`src/rtl/switch_pkg.sv`:
```
// rtl/switch_pkg.sv - shared widths, FSM states and header offsets for the packet switch input
package switch_pkg;

    localparam int DEF_W_WIDTH = 8;
    localparam int DEF_N_PORTS = 4;

    localparam int HDR_DA  = 0;
    localparam int HDR_SA  = 1;
    localparam int HDR_LEN = 2;

    typedef enum logic [2:0] {
        ST_IDLE,
        ST_SA,
        ST_LEN,
        ST_PAYLOAD,
        ST_WAIT_LOW,
        ST_DROP
    } state_t;

endpackage

```
`src/rtl/addr_match.sv`:
```
// rtl/addr_match.sv - destination address compare against every port address
module addr_match
    import switch_pkg::*;
#(
    parameter int W_WIDTH = DEF_W_WIDTH,
    parameter int N_PORTS = DEF_N_PORTS
) (
    input  logic [W_WIDTH-1:0]         da,
    input  logic [N_PORTS*W_WIDTH-1:0] port_addr,
    output logic [N_PORTS-1:0]         mask
);

    always_comb begin
        mask = '0;
        for (int i = 0; i < N_PORTS; i++) begin
            mask[i] = (da == port_addr[i*W_WIDTH +: W_WIDTH]);
        end
    end

endmodule

```
`src/rtl/fsm_in.sv`:
```
// rtl/fsm_in.sv - input-side packet parser that forwards DA/SA/LEN/payload bytes to matched port FIFOs
module fsm_in
    import switch_pkg::*;
#(
    parameter int W_WIDTH = DEF_W_WIDTH,
    parameter int N_PORTS = DEF_N_PORTS
) (
    input  logic                       clk,
    input  logic                       rst_n,
    input  logic                       sw_enable_in,
    input  logic [W_WIDTH-1:0]         data_in,
    input  logic [N_PORTS*W_WIDTH-1:0] port_addr,
    input  logic [N_PORTS-1:0]         fifo_full,
    output logic [N_PORTS-1:0]         wr_en,
    output logic [W_WIDTH-1:0]         fifo_data,
    output logic                       busy,
    output logic                       pkt_done,
    output logic                       pkt_drop,
    output logic                       err_len
);

    state_t               state, state_nx;
    logic [W_WIDTH-1:0]   cnt, cnt_nx;
    logic [N_PORTS-1:0]   dst_mask, dst_mask_nx;
    logic [N_PORTS-1:0]   match_mask;
    logic [N_PORTS-1:0]   wr_base;
    logic [N_PORTS-1:0]   wr_nx;
    logic [W_WIDTH-1:0]   data_nx;
    logic                 take;
    logic                 done_nx, drop_nx, err_nx;

    addr_match #(
        .W_WIDTH(W_WIDTH),
        .N_PORTS(N_PORTS)
    ) u_addr_match (
        .da       (data_in),
        .port_addr(port_addr),
        .mask     (match_mask)
    );

    always_comb begin
        state_nx    = state;
        cnt_nx      = cnt;
        dst_mask_nx = dst_mask;
        wr_base     = dst_mask;
        take        = 1'b0;
        done_nx     = 1'b0;
        drop_nx     = 1'b0;
        err_nx      = 1'b0;
        unique case (state)
            ST_IDLE: begin
                if (sw_enable_in) begin
                    if ((match_mask == '0) || ((match_mask & fifo_full) != '0)) begin
                        state_nx = ST_DROP;
                        drop_nx  = 1'b1;
                    end else begin
                        // DA write uses the live match since the mask latches this same edge
                        dst_mask_nx = match_mask;
                        wr_base     = match_mask;
                        take        = 1'b1;
                        state_nx    = ST_SA;
                    end
                end
            end
            ST_SA, ST_LEN, ST_PAYLOAD: begin
                if (!sw_enable_in) begin
                    err_nx      = 1'b1;
                    dst_mask_nx = '0;
                    state_nx    = ST_IDLE;
                end else begin
                    take = 1'b1;
                    if (state == ST_SA) begin
                        state_nx = ST_LEN;
                    end else if (state == ST_LEN) begin
                        cnt_nx = data_in;
                        if (data_in == '0) begin
                            done_nx  = 1'b1;
                            state_nx = ST_WAIT_LOW;
                        end else begin
                            state_nx = ST_PAYLOAD;
                        end
                    end else begin
                        cnt_nx = cnt - W_WIDTH'(1);
                        if (cnt == W_WIDTH'(1)) begin
                            done_nx  = 1'b1;
                            state_nx = ST_WAIT_LOW;
                        end
                    end
                end
            end
            ST_WAIT_LOW, ST_DROP: begin
                if (!sw_enable_in) begin
                    dst_mask_nx = '0;
                    state_nx    = ST_IDLE;
                end
            end
            default: state_nx = ST_IDLE;
        endcase
        wr_nx   = take ? (wr_base & ~fifo_full) : '0;
        data_nx = (wr_nx != '0) ? data_in : '0;
    end

    always_ff @(posedge clk) begin
        if (rst_n) begin
            state     <= ST_IDLE;
            cnt       <= '0;
            dst_mask  <= '0;
            wr_en     <= '0;
            fifo_data <= '0;
            pkt_done  <= 1'b0;
            pkt_drop  <= 1'b0;
            err_len   <= 1'b0;
        end else begin
            state     <= state_nx;
            cnt       <= cnt_nx;
            dst_mask  <= dst_mask_nx;
            wr_en     <= wr_nx;
            fifo_data <= data_nx;
            pkt_done  <= done_nx;
            pkt_drop  <= drop_nx;
            err_len   <= err_nx;
        end
    end

    assign busy = (state == ST_SA) || (state == ST_LEN) ||
                  (state == ST_PAYLOAD) || (state == ST_WAIT_LOW);

endmodule

```
`config.mk`:
```
export PLATFORM = sky130hd
export DESIGN_NAME = fsm_in
export DESIGN_NICKNAME = d
export VERILOG_FILES = /design/src/rtl/switch_pkg.sv /design/src/rtl/addr_match.sv /design/src/rtl/fsm_in.sv
export SDC_FILE = /design/constraint.sdc
export NUM_CORES = 1
export LEC_CHECK = 0
export ABC_AREA = 1
export CAP_MARGIN = 20
export CORE_MARGIN = 1.5
export CORE_UTILIZATION = 49
export DETAILED_ROUTE_END_ITERATION = 12
export PLACE_DENSITY = 0.76
export SLEW_MARGIN = 20
export SYNTH_ARGS = -nofsm -noshare
export SYNTH_HDL_FRONTEND = slang
export SYNTH_SLANG_ARGS = --single-unit
```
`constraint.sdc`:
```
create_clock -name clk -period 2.3 [get_ports clk]
set_input_delay 0.575 -clock clk [delete_from_list [all_inputs] [get_ports clk]]
set_output_delay 0.575 -clock clk [all_outputs]
set_load 0.005 [all_outputs]
```
[After elaboration in Yosys (flattened, before gate mapping)]
Index checks and enable logic that the tools add are counted.
Storage, ports and cells
  bits in registers: 30
  input port bits: 47
  output and inout bits: 16
  logic and storage cells: 76
Operators by class
  $add $sub $neg: 1
  equality and inequality tests: 14
  multiplexer cells: 25
  bitwise operators: 8
  reductions and logical operators: 20
Operators with widths (number)
  == test 8 bit: 4
  two-way mux 3 bit: 8
  two-way mux 4 bit: 5
  one-hot mux 3 bit (3 select lines): 1
  bitwise AND 4 bit: 2
  == test 8 x 1 -> 1 bit (second input constant): 1
  logical NOT 8 bit: 1
  two-way mux 1 bit: 8
  two-way mux 8 bit: 1
  one-hot mux 4 bit (2 select lines): 1
  nonzero test 4 bit: 2
  subtractor 8 x 1 -> 8 bit (second input constant): 1
  == test 3 x 2 -> 1 bit (second input constant): 2
  == test 3 bit (second input constant): 2
  != test 2 bit (second input constant): 3
  AND reduction 3 bit: 2
  OR reduction 2 bit: 3
  OR reduction 3 bit: 2
  != test 5 bit (second input constant): 1
  inverter 1 bit: 5
  OR reduction 5 bit: 1
  logical NOT 4 bit: 1
  logical OR 1 bit: 4
  inverter 4 bit: 1
  6 further kinds: 6

[Depth between registers and ports, before layout]
  depth after elaboration: 12
  mapped depth: 18
  mapped depth without buffers: 17

[Modules after synthesis]
A second synthesis with hierarchy kept.
Second synthesis, totals
  cell total of the unflattened synthesis: 380
  area, all modules: 2143.3 um^2
By module, submodules not included
  fsm_in: times used 1, cells an instance 216, area an instance 1527.7 um^2, seq. area each 600.6 um^2
  addr_match: times used 1, cells an instance 164, area an instance 615.6 um^2, seq. area each 0.0 um^2

[Least setup slack after synthesis]
OpenSTA, ideal clock, no wires.
  path kind: in2reg
  from: input data_in[7]
  to: register fifo_data[2]
  arrival: 1.990 ns
  data required time: 2.169 ns
  path slack: 0.179 ns
  cell stages on the path: 17
  cell sequence: buf_2 inv_2 nand2_1 nand2_1 inv_1 nand2_1 nor2_1 nand3_1 nand2_1 nor2_4 nand4_4 nand2_1 o21ai_2 nand2_2 nand2_4 nor2_8 nor3_2
On the way
  longest elaborated chain between the ends: 12
RTL lines
  from (decl): RTL line fsm_in.sv:11  | input logic [W_WIDTH-1:0] data_in,
  == test 8 bit: RTL line addr_match.sv:16  | mask[i] = (da == port_addr[i*W_WIDTH +: W_WIDTH]);
  bitwise AND 4 bit: RTL line fsm_in.sv:53  | if ((match_mask == '0) || ((match_mask & fifo_full) != '0)) begin
  nonzero test 4 bit: RTL line fsm_in.sv:53
  logical OR 1 bit: RTL line fsm_in.sv:53
  two-way mux 4 bit
  two-way mux 4 bit: RTL line fsm_in.sv:52  | if (sw_enable_in) begin
  two-way mux 4 bit: RTL line fsm_in.sv:50  | unique case (state)
  bitwise AND 4 bit: RTL line fsm_in.sv:99  | wr_nx = take ? (wr_base & ~fifo_full) : '0;
  two-way mux 4 bit *: RTL line fsm_in.sv:99
  nonzero test 4 bit *: RTL line fsm_in.sv:100  | data_nx = (wr_nx != '0) ? data_in : '0;
  inverter 1 bit (no line) *
  OR reduction 2 bit (no line) *
  to (signal assigned): RTL line fsm_in.sv:118  | fifo_data <= data_nx;
  to (decl): RTL line fsm_in.sv:15  | output logic [W_WIDTH-1:0] fifo_data,
Mark *: on every way between the ends. The rest lies on a longest branch, timed or not.
A chain may end at the register's enable or synchronous reset.

[Worst setup path in the final report]
  from: input data_in[2]
  to: register fifo_data[2]
On the way
  longest elaborated chain between the ends: 12
RTL lines (RTL line)
  == test 8 bit: addr_match.sv:16
  bitwise AND 4 bit: fsm_in.sv:53
  nonzero test 4 bit: fsm_in.sv:53
  logical OR 1 bit: fsm_in.sv:53
  two-way mux 4 bit
  two-way mux 4 bit: fsm_in.sv:52
  two-way mux 4 bit: fsm_in.sv:50
  bitwise AND 4 bit: fsm_in.sv:99
  two-way mux 4 bit: fsm_in.sv:99
  nonzero test 4 bit: fsm_in.sv:100
  inverter 1 bit (no line)
  OR reduction 2 bit (no line)
Several ways; a longest one is shown, not always the timed one.

==> results.yml <==
grt:
  grt_pass1_wl_um: 10900
  first_global_vias: 2596
  global_route.overflow_total: 0
  antenna_found_initial: 0
  maximum_number_of_pins_on_one_net_before_global_route_repair: 29
  grt_util_all_layers_pct: 26.2
synthesis:
  syn_nets: 462
  synth_area_mm2: 0.00240
  synth_fa_ha_area_share_pct: 1.04
  synth_compound_gate_area_share_pct: 10.7
  synth.top_cells.by_count: "nand2_1, inv_1, dfxtp_1, nor2_1, a21oi_1"
  synth-edff-count: 0
  synth_most_common_cell: "nand2_1"
  synth_sequential_area_ratio_pct: 25.0
  synth-seq-cells: 30
  post_synth_and_or_nand_nor_area_fraction_pct: 45.5
  postSynthAreaPerCell_um2: 5.81
  synthFlopType: "dfxtp_1"
  netlist.top_cell.by_area: "dfxtp_1"
  yosys_warnings: 0
  synth.area.top_cells: "dfxtp_1, nand2_1, inv_1"
  synth_xor_area_share_pct: 2.92
  async_reset_ff_share_pct: 0
  combinational_family_with_the_most_area_after_synthesis: "simple AND/OR/NAND/NOR gates"
  synth_top_area_share_pct: 25.0
  muxShareOfSynthArea_pct: 0
  yosys.cell_types.count: 38
  synthesis.instances: 413
clocking:
  clock_insertion_delay_worst_skew_ns: 0.29
  clk_pin_slew_worst_paths_ns: 0.06
  clock_tree_from_tritoncts: "yes"
  cts-buffers-inserted: 5
  cts.sinks: 30
  cts_hold_repair.buffers: 0
  htree_num_levels: 2
  worst_case_clock_buffer_depth: 2
  cts-root-buf: "clkbuf_8"
detailed_routing:
  routed-via-count: 2767
  detailedRoute.firstPassIterationCount: 4
  wl_per_cell_um: 11.4
  route.detailed.drc: 0
  detail-route-antenna-nets: 0
  finalWirelength_um: 6640
  dr.first_iter.drc_count: 94
  viasPerCell: 4.75
pwr:
  vdd.ir_drop.worst_uv: 330
  leakage_component_of_the_power_nw: 2.12
  power_density_mw_per_mm2: 503
  report.power.total_mw: 1.84
placed_design:
  placed_cell_area_mm2: 0.00335
  dpl.hpwl_um: 5250
  gp_congestion: 0.855
  port_buffers: 62
critical_path:
  family_of_cells_with_the_greatest_summed_delay_on_the_critical_path: "simple AND/OR/NAND/NOR gates"
  cp.arrival_ns: 2.30
  critical_path.cell_chain: "clkbuf_2 > inv_2 > nand2_1 > nand2_1 > nand2_2 > inv_1 > nand2_1 > nor2_2 > nor2_2 > nand2_4 > nand4_4 > nand2_2 > o21ai_2 > nand2_2 > nand2_4 > nor2_8 > nor3_2"
  endpoint_kind: "register"
  startpoint_type: "input pin"
  worst-endpoint-required_ns: 2.47
  worst-path-buf-inv: 3
  critical_path_class: "input pin to register"
  crit_path_top_delay_cell: "nor2_8"
  critical_path.max_stage_delay_ns: 0.20
  crit_fanout: 8
sta:
  maxSlewHeadroom_pct: 77.2
  tightestPinTransition_ns: 0.338
  layout_min_cycle_time_ns: 2.13
  clock.fmax_ghz: 0.469
  setup_viol: 0
  worst_clock_skew_ns: 0.00665
  final.hold.worst_slack_ns: 0.467
  maxSlewViolCount: 0
  hold_violations: 0
  final_clock_period_utilization_by_the_worst_path_pct: 92.7
final_layout:
  fillerInstances: 366
  drive_gt1_share_pct: 24.0
  n_antenna_cell: 0
  synthToLayoutAreaGrowth_pct: 52.7
  finalInstanceArea_mm2: 0.00366
  design.final.nets: 564
floorplan:
  num_rows: 25
  die-height_um: 73.0
  chip_width_um: 73.0
  design.core.area_mm2: 0.00472
  top_level_ports: 63
  floorplan.die_area_mm2: 0.00533
  initial_utilization_pct: 50.8
run_status:
  outcome: "finished, final reports clean"
min_path:
  min-delay-path-class: "register to register"
flow_run:
  max_cap_viol_count: 0
==> worst reg2reg max path, delay by kind of cell, from the launching register on <==
family	cells	cell delay [ns]
buffers and inverters	1	0.24
and+or+nand+nor	8	1.08
DFF	1	0.32
AOI/OAI and AO/OA	1	0.06
==> power breakdown <==
group | internal, mW | total, mW | switching (mW)
Sequential | 0.546 | 0.571 | 0.0251
Combinational | 0.258 | 0.598 | 0.340
Clock | 0.462 | 0.673 | 0.211
==> cell type report <==
type,count,area [µm²],share of cell area (%)
inverters,79,302,8.23
clock inverters,2,60.1,1.64
well taps,67,83.8,2.29
clock buffers,6,82.6,2.25
repair buffers,106,1010,27.6
multi-input cells,293,1520,41.6
flip-flops and latches,30,602,16.4
==> worst paths after layout <==
| path | to | startpoint | slack, ns | depth (start not counted) |
|---|---|---|---|---|
| setup / recovery | fifo_data[2]$_SDFF_PP0_ | data_in[2] | 0.17 | 17 |
| hold / removal | cnt[4]$_SDFFE_PP0P_ | cnt[4]$_SDFFE_PP0P_ | 0.47 | 2 |
| setup reg to reg | fifo_data[2]$_SDFF_PP0_ | state[0]$_SDFFE_PP0P_ | 0.49 | 10 |
| hold reg to reg | cnt[4]$_SDFFE_PP0P_ | cnt[4]$_SDFFE_PP0P_ | 0.47 | 2 |
==> cell families after synthesis <==
family                     Yosys count
and+or+nand+nor                    237
buffers and inverters               90
AOI/OAI and AO/OA                   46
DFF                                 30
xor gates and xnor gates             8
adders and majority gates            2
==> routing by layer <==
metal / vias up / share of wire, % / track usage [%]
li1: 1465 / - / -
met1: 1223 / 43 / 31.1
met2: 67 / 51 / 48.1
met3: 12 / 3.8 / 3.45
met4: 0 / 1.8 / 8.39
met5: - / 0 / 0
==> cell usage in the layout (no fill, tap or decap), types with 2 or more instances in the layout <==
cell type        netlist  final
o21ai_1                2      2
clkdlybuf4s50_1        0     21
xnor2_1                6      5
ha_1                   2      2
buf_4                  2     42
inv_1                 71     71
o21ai_0               11     11
nor2_2                 6      9
dlygate4sd2_1          0      2
xor2_1                 2      2
nor3_2                10     10
nor2_1                30     25
dfxtp_1               30     29
inv_2                  6      6
buf_12                 0      2
nand2_1              155    139
dlymetal6s2s_1         0     31
nand3_2                1      2
clkbuf_2               0      8
or2_2                  3      3
nor3_1                 4      4
nor2_4                 2      4
nand2_2                4     20
clkbuf_8               0      6
nand3_1               11     10
inv_4                  2      2
a21oi_1               24     23
nand4_1                4      4
nor4_1                 3      3
bufinv_16              0      2
nand2_4                2      2
==> registers in the layout (all words and copies together), names as in the netlist <==
name       count
err_len        1
fifo_data      8
cnt            8
dst_mask       4
pkt_done       1
pkt_drop       1
wr_en          4
state          3
==> repair_timing <==
item                       CTS  global route
pin swaps                    8            32
cloned                       0             0
buffers inserted             1             6
setup endpoints to repair   13            13
resized for setup           15            69
==> stage by stage <==
stage	std cells	worst slack [ns]	setup TNS, ns	util, %
after detailed placement	568	-0.596	-8.15	71.0
final	583	0.168	0	77.6
after floorplan	413	0.179	0	-
after global routing	583	-0.00584	-0.00584	77.6
after CTS	577	0.00916	0	74.2
after global placement	568	-0.532	-7.11	71.0
(Power assumes the default switching activity.)
